--- src/rtl/load_store_unit.sv ---
// Byte-serial load/store sequencer: splits lw/lhu/lbu/sw/sh/sb into req/ack byte transfers.
// Optional misaligned-access rejection is enabled by defining LSU_ALIGN_CHECK_EN.
module load_store_unit #(
  parameter int unsigned TIMEOUT_CYCLES = 255,
  parameter int unsigned ADDR_W         = 32
) (
  input  logic              clk,
  input  logic              rst_n,
  input  logic              mem_read,
  input  logic              mem_write,
  input  logic [2:0]        MemCtr,
  input  logic [ADDR_W-1:0] addr,
  input  logic [31:0]       wdata,
  output logic [31:0]       rdata,
  output logic              stall,
  output logic              done,
  output logic              addr_err,
  output logic              bus_err,
  output logic              bus_req,
  output logic              bus_we,
  output logic [ADDR_W-1:0] bus_addr,
  output logic [7:0]        bus_wdata,
  input  logic [7:0]        bus_rdata,
  input  logic              bus_ack
);

  localparam int unsigned WaitW = (TIMEOUT_CYCLES > 1) ? $clog2(TIMEOUT_CYCLES) : 1;
  localparam bit TimeoutEn = (TIMEOUT_CYCLES != 0);
  localparam logic [WaitW-1:0] WaitLast =
      WaitW'((TIMEOUT_CYCLES > 0) ? TIMEOUT_CYCLES - 1 : 0);

  typedef enum logic [1:0] {StIdle, StXfer, StDone} state_e;

  state_e            state_q;
  logic [ADDR_W-1:0] base_q;
  logic [31:0]       wdata_q;
  logic [1:0]        last_q;
  logic [1:0]        cnt_q;
  logic [WaitW-1:0]  wait_q;
  logic [31:0]       rdata_q;
  logic              done_q;
  logic              addr_err_q;
  logic              bus_err_q;
  logic              bus_req_q;
  logic              bus_we_q;
  logic [ADDR_W-1:0] bus_addr_q;
  logic [7:0]        bus_wdata_q;

  logic              req;
  logic [1:0]        last_d;
  logic [1:0]        cnt_nxt;
  logic              misalign;

  assign req     = mem_read | mem_write;
  assign cnt_nxt = cnt_q + 2'd1;

  // Index of the final byte; bit 2 of MemCtr never selects direction.
  always_comb begin
    last_d = 2'd3;
    case (MemCtr)
      3'b001, 3'b101: last_d = 2'd0;
      3'b010, 3'b111: last_d = 2'd1;
      default:        last_d = 2'd3;
    endcase
  end

`ifdef LSU_ALIGN_CHECK_EN
  assign misalign = ((last_d == 2'd1) && addr[0]) ||
                    ((last_d == 2'd3) && (addr[1:0] != 2'b00));
`else
  assign misalign = 1'b0;
`endif

  always_ff @(posedge clk or negedge rst_n) begin
    if (!rst_n) begin
      state_q     <= StIdle;
      base_q      <= '0;
      wdata_q     <= '0;
      last_q      <= '0;
      cnt_q       <= '0;
      wait_q      <= '0;
      rdata_q     <= '0;
      done_q      <= 1'b0;
      addr_err_q  <= 1'b0;
      bus_err_q   <= 1'b0;
      bus_req_q   <= 1'b0;
      bus_we_q    <= 1'b0;
      bus_addr_q  <= '0;
      bus_wdata_q <= '0;
    end else begin
      done_q     <= 1'b0;
      addr_err_q <= 1'b0;
      bus_err_q  <= 1'b0;
      unique case (state_q)
        StIdle: begin
          if (req) begin
            base_q  <= addr;
            wdata_q <= wdata;
            last_q  <= last_d;
            cnt_q   <= '0;
            wait_q  <= '0;
            if (misalign) begin
              addr_err_q <= 1'b1;
              done_q     <= 1'b1;
              state_q    <= StDone;
            end else begin
              bus_req_q   <= 1'b1;
              bus_we_q    <= mem_write;
              bus_addr_q  <= addr;
              bus_wdata_q <= wdata[7:0];
              state_q     <= StXfer;
            end
          end
        end
        StXfer: begin
          if (bus_ack) begin
            wait_q <= '0;
            if (!bus_we_q) begin
              // First byte of a load also performs the zero-extension.
              if (cnt_q == 2'd0) rdata_q <= {24'd0, bus_rdata};
              else               rdata_q[{cnt_q, 3'b000} +: 8] <= bus_rdata;
            end
            if (cnt_q == last_q) begin
              bus_req_q <= 1'b0;
              done_q    <= 1'b1;
              state_q   <= StDone;
            end else begin
              cnt_q       <= cnt_nxt;
              bus_addr_q  <= base_q + ADDR_W'(cnt_nxt);
              bus_wdata_q <= wdata_q[{cnt_nxt, 3'b000} +: 8];
            end
          end else if (TimeoutEn && (wait_q == WaitLast)) begin
            bus_req_q <= 1'b0;
            bus_err_q <= 1'b1;
            done_q    <= 1'b1;
            state_q   <= StDone;
          end else begin
            wait_q <= wait_q + 1'b1;
          end
        end
        StDone: state_q <= StIdle;
        default: state_q <= StIdle;
      endcase
    end
  end

  // Gated by rst_n so a request held through reset does not show as a stall.
  assign stall = rst_n & ((state_q == StXfer) | ((state_q == StIdle) & req));

  assign rdata     = rdata_q;
  assign done      = done_q;
  assign addr_err  = addr_err_q;
  assign bus_err   = bus_err_q;
  assign bus_req   = bus_req_q;
  assign bus_we    = bus_we_q;
  assign bus_addr  = bus_addr_q;
  assign bus_wdata = bus_wdata_q;

endmodule
--- config.mk ---
export PLATFORM = sky130hd
export DESIGN_NAME = load_store_unit
export DESIGN_NICKNAME = d
export VERILOG_FILES = /design/src/rtl/load_store_unit.sv
export SDC_FILE = /design/constraint.sdc
export NUM_CORES = 1
export LEC_CHECK = 0
export CORE_ASPECT_RATIO = 1.4
export CORE_MARGIN = 2
export CORE_UTILIZATION = 48
export CTS_BUF_LIST = sky130_fd_sc_hd__clkbuf_8
export DETAILED_ROUTE_END_ITERATION = 12
export GPL_TIMING_DRIVEN = 0
export PLACE_DENSITY = 0.79
export SETUP_SLACK_MARGIN = 0.3
export SLEW_MARGIN = 10
export SYNTH_ARGS = -nofsm -noshare
export SYNTH_HDL_FRONTEND = slang
export SYNTH_SLANG_ARGS = --single-unit
--- constraint.sdc ---
create_clock -name clk -period 2.6 [get_ports clk]
set_clock_uncertainty 0.1 [all_clocks]
set_input_delay 0.26 -clock clk [delete_from_list [all_inputs] [get_ports clk]]
set_output_delay 0.26 -clock clk [all_outputs]
set_load 0.03 [all_outputs]
### After elaboration in Yosys (flattened, before gate mapping)

Cells that the tools add are included.

| storage, ports and cells | value |
|---|---|
| flip-flop bits (word level) | 154 |
| input port bits | 80 |

| operators by class | value |
|---|---|
| $add $sub $neg | 4 |
| equality and inequality tests | 13 |
| shift operators | 3 |
| muxes and demuxes | 35 |
| bitwise operators | 5 |
| reduce and logical (&&, ||, !) cells | 11 |

Operator list:

| cell | number |
|---|---|
| $mux 32 | 4 |
| $pmux 32 s2 | 1 |
| $mux 8 | 6 |
| $add 32x2->32 | 1 |
| $bwmux 32 | 1 |
| $pmux 8 s2 | 2 |
| $shift 8x7->32 const A | 1 |
| $shiftx 32x6->8 | 1 |
| $shiftx 8x7->32 | 1 |
| $mux 2 | 7 |
| $pmux 2 s2 | 3 |
| $mux 1 | 10 |
| $ne 3x3->1 const B | 3 |
| $reduce_and 3->1 | 3 |
| $add 8x1->8 const B | 1 |
| $eq 8x8->1 const B | 1 |
| $reduce_and 4->1 | 2 |
| $neg 5->7 | 1 |
| $eq 3x3->1 const B | 2 |
| $ne 2x2->1 const B | 3 |
| $logic_not 2->1 | 2 |
| $reduce_or 2->1 | 2 |
| $eq 3x1->1 const B | 1 |
| $eq 3x2->1 const B | 1 |
| other kinds (9) | 11 |

### Logic depth before layout (Yosys ltp)

| depth | value |
|---|---|
| word-level depth | 5 |
| gate-level depth with buffers | 10 |
| gate-level depth less buffers | 8 |

### Worst setup path after synthesis

Ideal clock, no wire load.

| path | value |
|---|---|
| path type | register to register |
| start point | reg cnt_q[0] |
| end point | reg bus_addr_q[25] (netlist: bus_addr[25]) |
| setup time | 0.135 ns |
| data arrival time | 2.662 ns |
| path slack | -0.297 ns |
| stages on the path, launching flop included | 11 |
| buffers on the path | 2 |
| period minus slack after synthesis | 2.897 ns |
| cell sequence | dfrtp_1 > buf_2 > inv_1 > ha_1 > ha_1 > a21oi_1 > or2_2 > clkbuf_8 > or3_1 > a21oi_1 > o31ai_1 |

| on the way | value |
|---|---|
| cells in the longest elaborated chain, start to end | 5 |

Ends and longest elaborated chain:

| what | line | RTL |
|---|---|---|
| from (decl) | 38 | `logic [1:0] cnt_q;` |
| from (signal assigned) | 128 | `cnt_q <= cnt_nxt;` |
| $add 2x1->2 | 55 | `assign cnt_nxt = cnt_q + 2'd1;` |
| $add 32x2->32 | 129 | `bus_addr_q <= base_q + ADDR_W'(cnt_nxt);` |
| $mux 32 | 123 | `if (cnt_q == last_q) begin` |
| $mux 32 | 116 | `if (bus_ack) begin` |
| $pmux 32 s2 | 94 | `unique case (state_q)` |
| to (signal assigned) | 109 | `bus_addr_q <= addr;` |
| to (signal assigned) | 129 |  |
| to (decl) | 46 | `logic [ADDR_W-1:0] bus_addr_q;` |

Several ways; a longest one is shown, not always the timed one. The select of a mux whose other input is x is not followed.
A chain may end at the register's enable or synchronous reset.

### Worst setup path in the final report

| path | value |
|---|---|
| start point | reg cnt_q[0] |
| end point | reg bus_addr_q[30] (netlist: bus_addr[30]) |

The elaborated chain is that of the path after synthesis.

==> metrics <==
hold crit path type=in -> reg; failing checks=setup timing; all-layer global routing usage=27.1%; Worst-path clk slew=0.08 ns; final wirelength=21,900 um; CTS Sinks=154; Yosys cell types=58; EDFF count, synth=0; Multi-input gate area=0.00363 mm2; Root Buffer=clkbuf_8; Post-Synth XOR/XNOR Area=3.18%; boundary pin count=158; Final Hold Violating Endpoints=0; status=finished with violations; first-pass GRT wire length=33,600 um; CTS tree=done; Avg WL per Cell=17.9 um; vias in the first global route=6,572; Final period util=101%; Max clock buf depth=2; f_max=383 MHz; endpoint class of the critical path=flop; most frequent cells in the layout=317 x nand2_1, 154 x clkdlybuf4s50_1, 153 x dfrtp_1; Detailed Routing Iterations Pass 1=5; Worst Setup SP=cnt_q[0]$_DFFE_PN0P_; Layout fillers=1,154; DIE AREA=0.0165 mm2; commonest non-fill, non-tap cell in the layout=nand2_1; final net count=1,108; worst vdd ir=0.642 mV; final std cells w/o fill=1,223; CP Class=reg -> reg; Vias/cell=5.51; PwrDens=1280 mW/mm2; IO Port Bufs=156; register area share after synthesis=51.9%; Die Width=109 um; GP Congestion=0.902; Worst-Margin Slew=0.700 ns; Post-Syn Area=0.00743 mm2; share of layout cells above drive strength 1=15.2%; simple-gate portion of the synthesized area=25.6%; Slew HR=53.3%; main combinational cell family by area after synthesis=simple AND/OR/NAND/NOR gates; Final Instance Area=0.0103 mm2; antenna viol nets, final=0; Cells after Synth=817; worst path arrival time=2.88 ns; Worst-Skew Late Latency=0.46 ns; drt initial violations=536; core box area=0.0151 mm2; synth warn=0; Sum Neg Setup Slack=-0.0166 ns; crit path time final=2.61 ns; placed cell count=1,166; initial antenna violation count=0; adder-cell area share of the yosys netlist=1.79%; largest net degree at the start of global routing=110; Leak=4.68 nW; final max-slew violation count=0; RSZ-0062 raised after global routing=yes; proportion of synthesized area in mux cells=3.50%; initial cell density of the core=49.3%; worst r2r src=cnt_q[0]$_DFFE_PN0P_; Worst Path Max Fanout=3; Synthesized Nets=907; vias after detailed routing=6,737; grt total ovfl=0; Post-synth ARST share=100%; hold wc startpoint=wdata[27]; worst slack, placed=-0.561 ns; Synth Area in Compound Gates=10.2%; MaxCap Viol Count=0; row count=53; Max H-tree Level=4; Layout Area Growth over Synthesis=38.6%; Antenna diodes=0; FF+latch count, synth=154; sequential cell area=0.00385 mm2; Setup Viol. Count Final=3; crit start category=flop; top_reg_cell synth=dfrtp_1; die height=151 um; HPWL after detailed placement=15,000 um; DP Area=0.00935 mm2; Remaining DRCs=0; Mean Syn Cell Area=9.09 um2; Final WS setup=-0.0133 ns; CTS buffer count=17; Req. time, crit path=2.87 ns
## final cells by class
type / count / area share (%)
multi-input cells: 610 / 35.3
clock buffers: 20 / 2.68
repair buffers: 182 / 17.8
inverters: 8 / 0.328
flip-flops and latches: 154 / 37.5
clock inverters: 12 / 1.20
well taps: 192 / 2.33
plain buffers: 45 / 2.94
## synthesized netlist by cell type (all sizes together), types with 3 or more instances
library cell	n	share of area, %
xor2	12	1.4
nand2	319	16
o21ai	61	4.1
nor2	43	2.2
a21oi	12	0.81
o211ai	9	1.1
and4	3	0.35
nor3b	3	0.30
dfrtp	154	52
o31ai	8	0.81
mux4	8	2.4
a31oi	14	1.2
nor3	10	0.67
buf	14	1.1
nand3	11	0.88
inv	8	0.40
a21o	3	0.30
mux2i	8	1.1
and3	3	0.27
clkbuf	31	2.3
or4	4	0.51
xnor2	15	1.8
or3	7	0.61
ha	9	1.5
nor4	10	1.6
nand2b	4	0.34
nand4	8	0.88
a22oi	6	0.61
## final timing paths
path / to / slack, ns / cells after the start
max: bus_addr[30]$_DFFE_PN0P_ / -0.01 / 10
max reg2reg: bus_addr[30]$_DFFE_PN0P_ / -0.01 / 10
min reg2reg: rdata[14]$_DFFE_PN0P_ / 0.38 / 2
min: wdata_q[27]$_DFFE_PN0P_ / 0.22 / 3
min in group asynchronous: bus_addr[8]$_DFFE_PN0P_ / 0.27 / 3
max in group asynchronous: bus_addr[16]$_DFFE_PN0P_ / 1.65 / 3
## critical path, stage by stage, from the launching register on
cell        delay [ns]
dfrtp_2           0.40
buf_12            0.11
clkinvlp_4        0.12
ha_4              0.33
fa_2              0.23
nand4_4           0.09
or4_4             0.45
buf_4             0.16
nor4_4            0.16
xnor2_2           0.14
o311ai_2          0.22
## per-stage QoR
| stage | power [W] | utilization [%] | hold WS (ns) |
|---|---|---|---|
| floorplan | 0.00831 | - | -0.136 |
| global placement | 0.0105 | 61.9 | 0.353 |
| detailed placement | 0.0107 | 62.1 | 0.0888 |
| CTS | 0.0128 | 66.8 | 0.207 |
| global route | 0.0140 | 68.4 | 0.213 |
| finish | 0.0132 | 68.4 | 0.217 |
## state kept, by name, summed over array words and instances, names as in the netlist, 2 cells and up
name,cells
last_q,2
bus_wdata,8
base_q,32
rdata,32
cnt_q,2
wait_q,8
wdata_q,32
bus_addr,32
state_q,2
## where the power goes
group / leakage (nW) / switching [W] / internal, W
clock network: 0.208 / 0.000918 / 0.000923
logic: 2.53 / 0.00425 / 0.00285
registers: 1.95 / 0.000816 / 0.00341
## metal layers
| layer | routed length [um] | track usage, % |
|---|---|---|
| met1 | 8650 | 34.2 |
| met2 | 11000 | 45.6 |
| met3 | 1490 | 5.03 |
| met4 | 762 | 11.1 |
| met5 | 0 | 0 |
## cells by family (layout without fill, tap and decap cells)
logic type               after synthesis  after routing
multiplexers                          16             16
other                                  1              1
adder cells (fa/ha/maj)               10             10
XOR/XNOR                              27             27
AO/OA/AOI/OAI                        122            122
AND/OR/NAND/NOR                      434            434
buffers and inverters                 53            267
flip-flops                           154            154
## timing repair
action	4_1_cts	5_1_grt
setup endpoints to repair	122	134
hold endpoints to repair	46	154
hold buffers	2	1
setup buffers	15	7
pin swaps	22	26
gates resized for setup	36	48
gates cloned	0	1
Note: power is estimated with default switching activity, not from simulation.
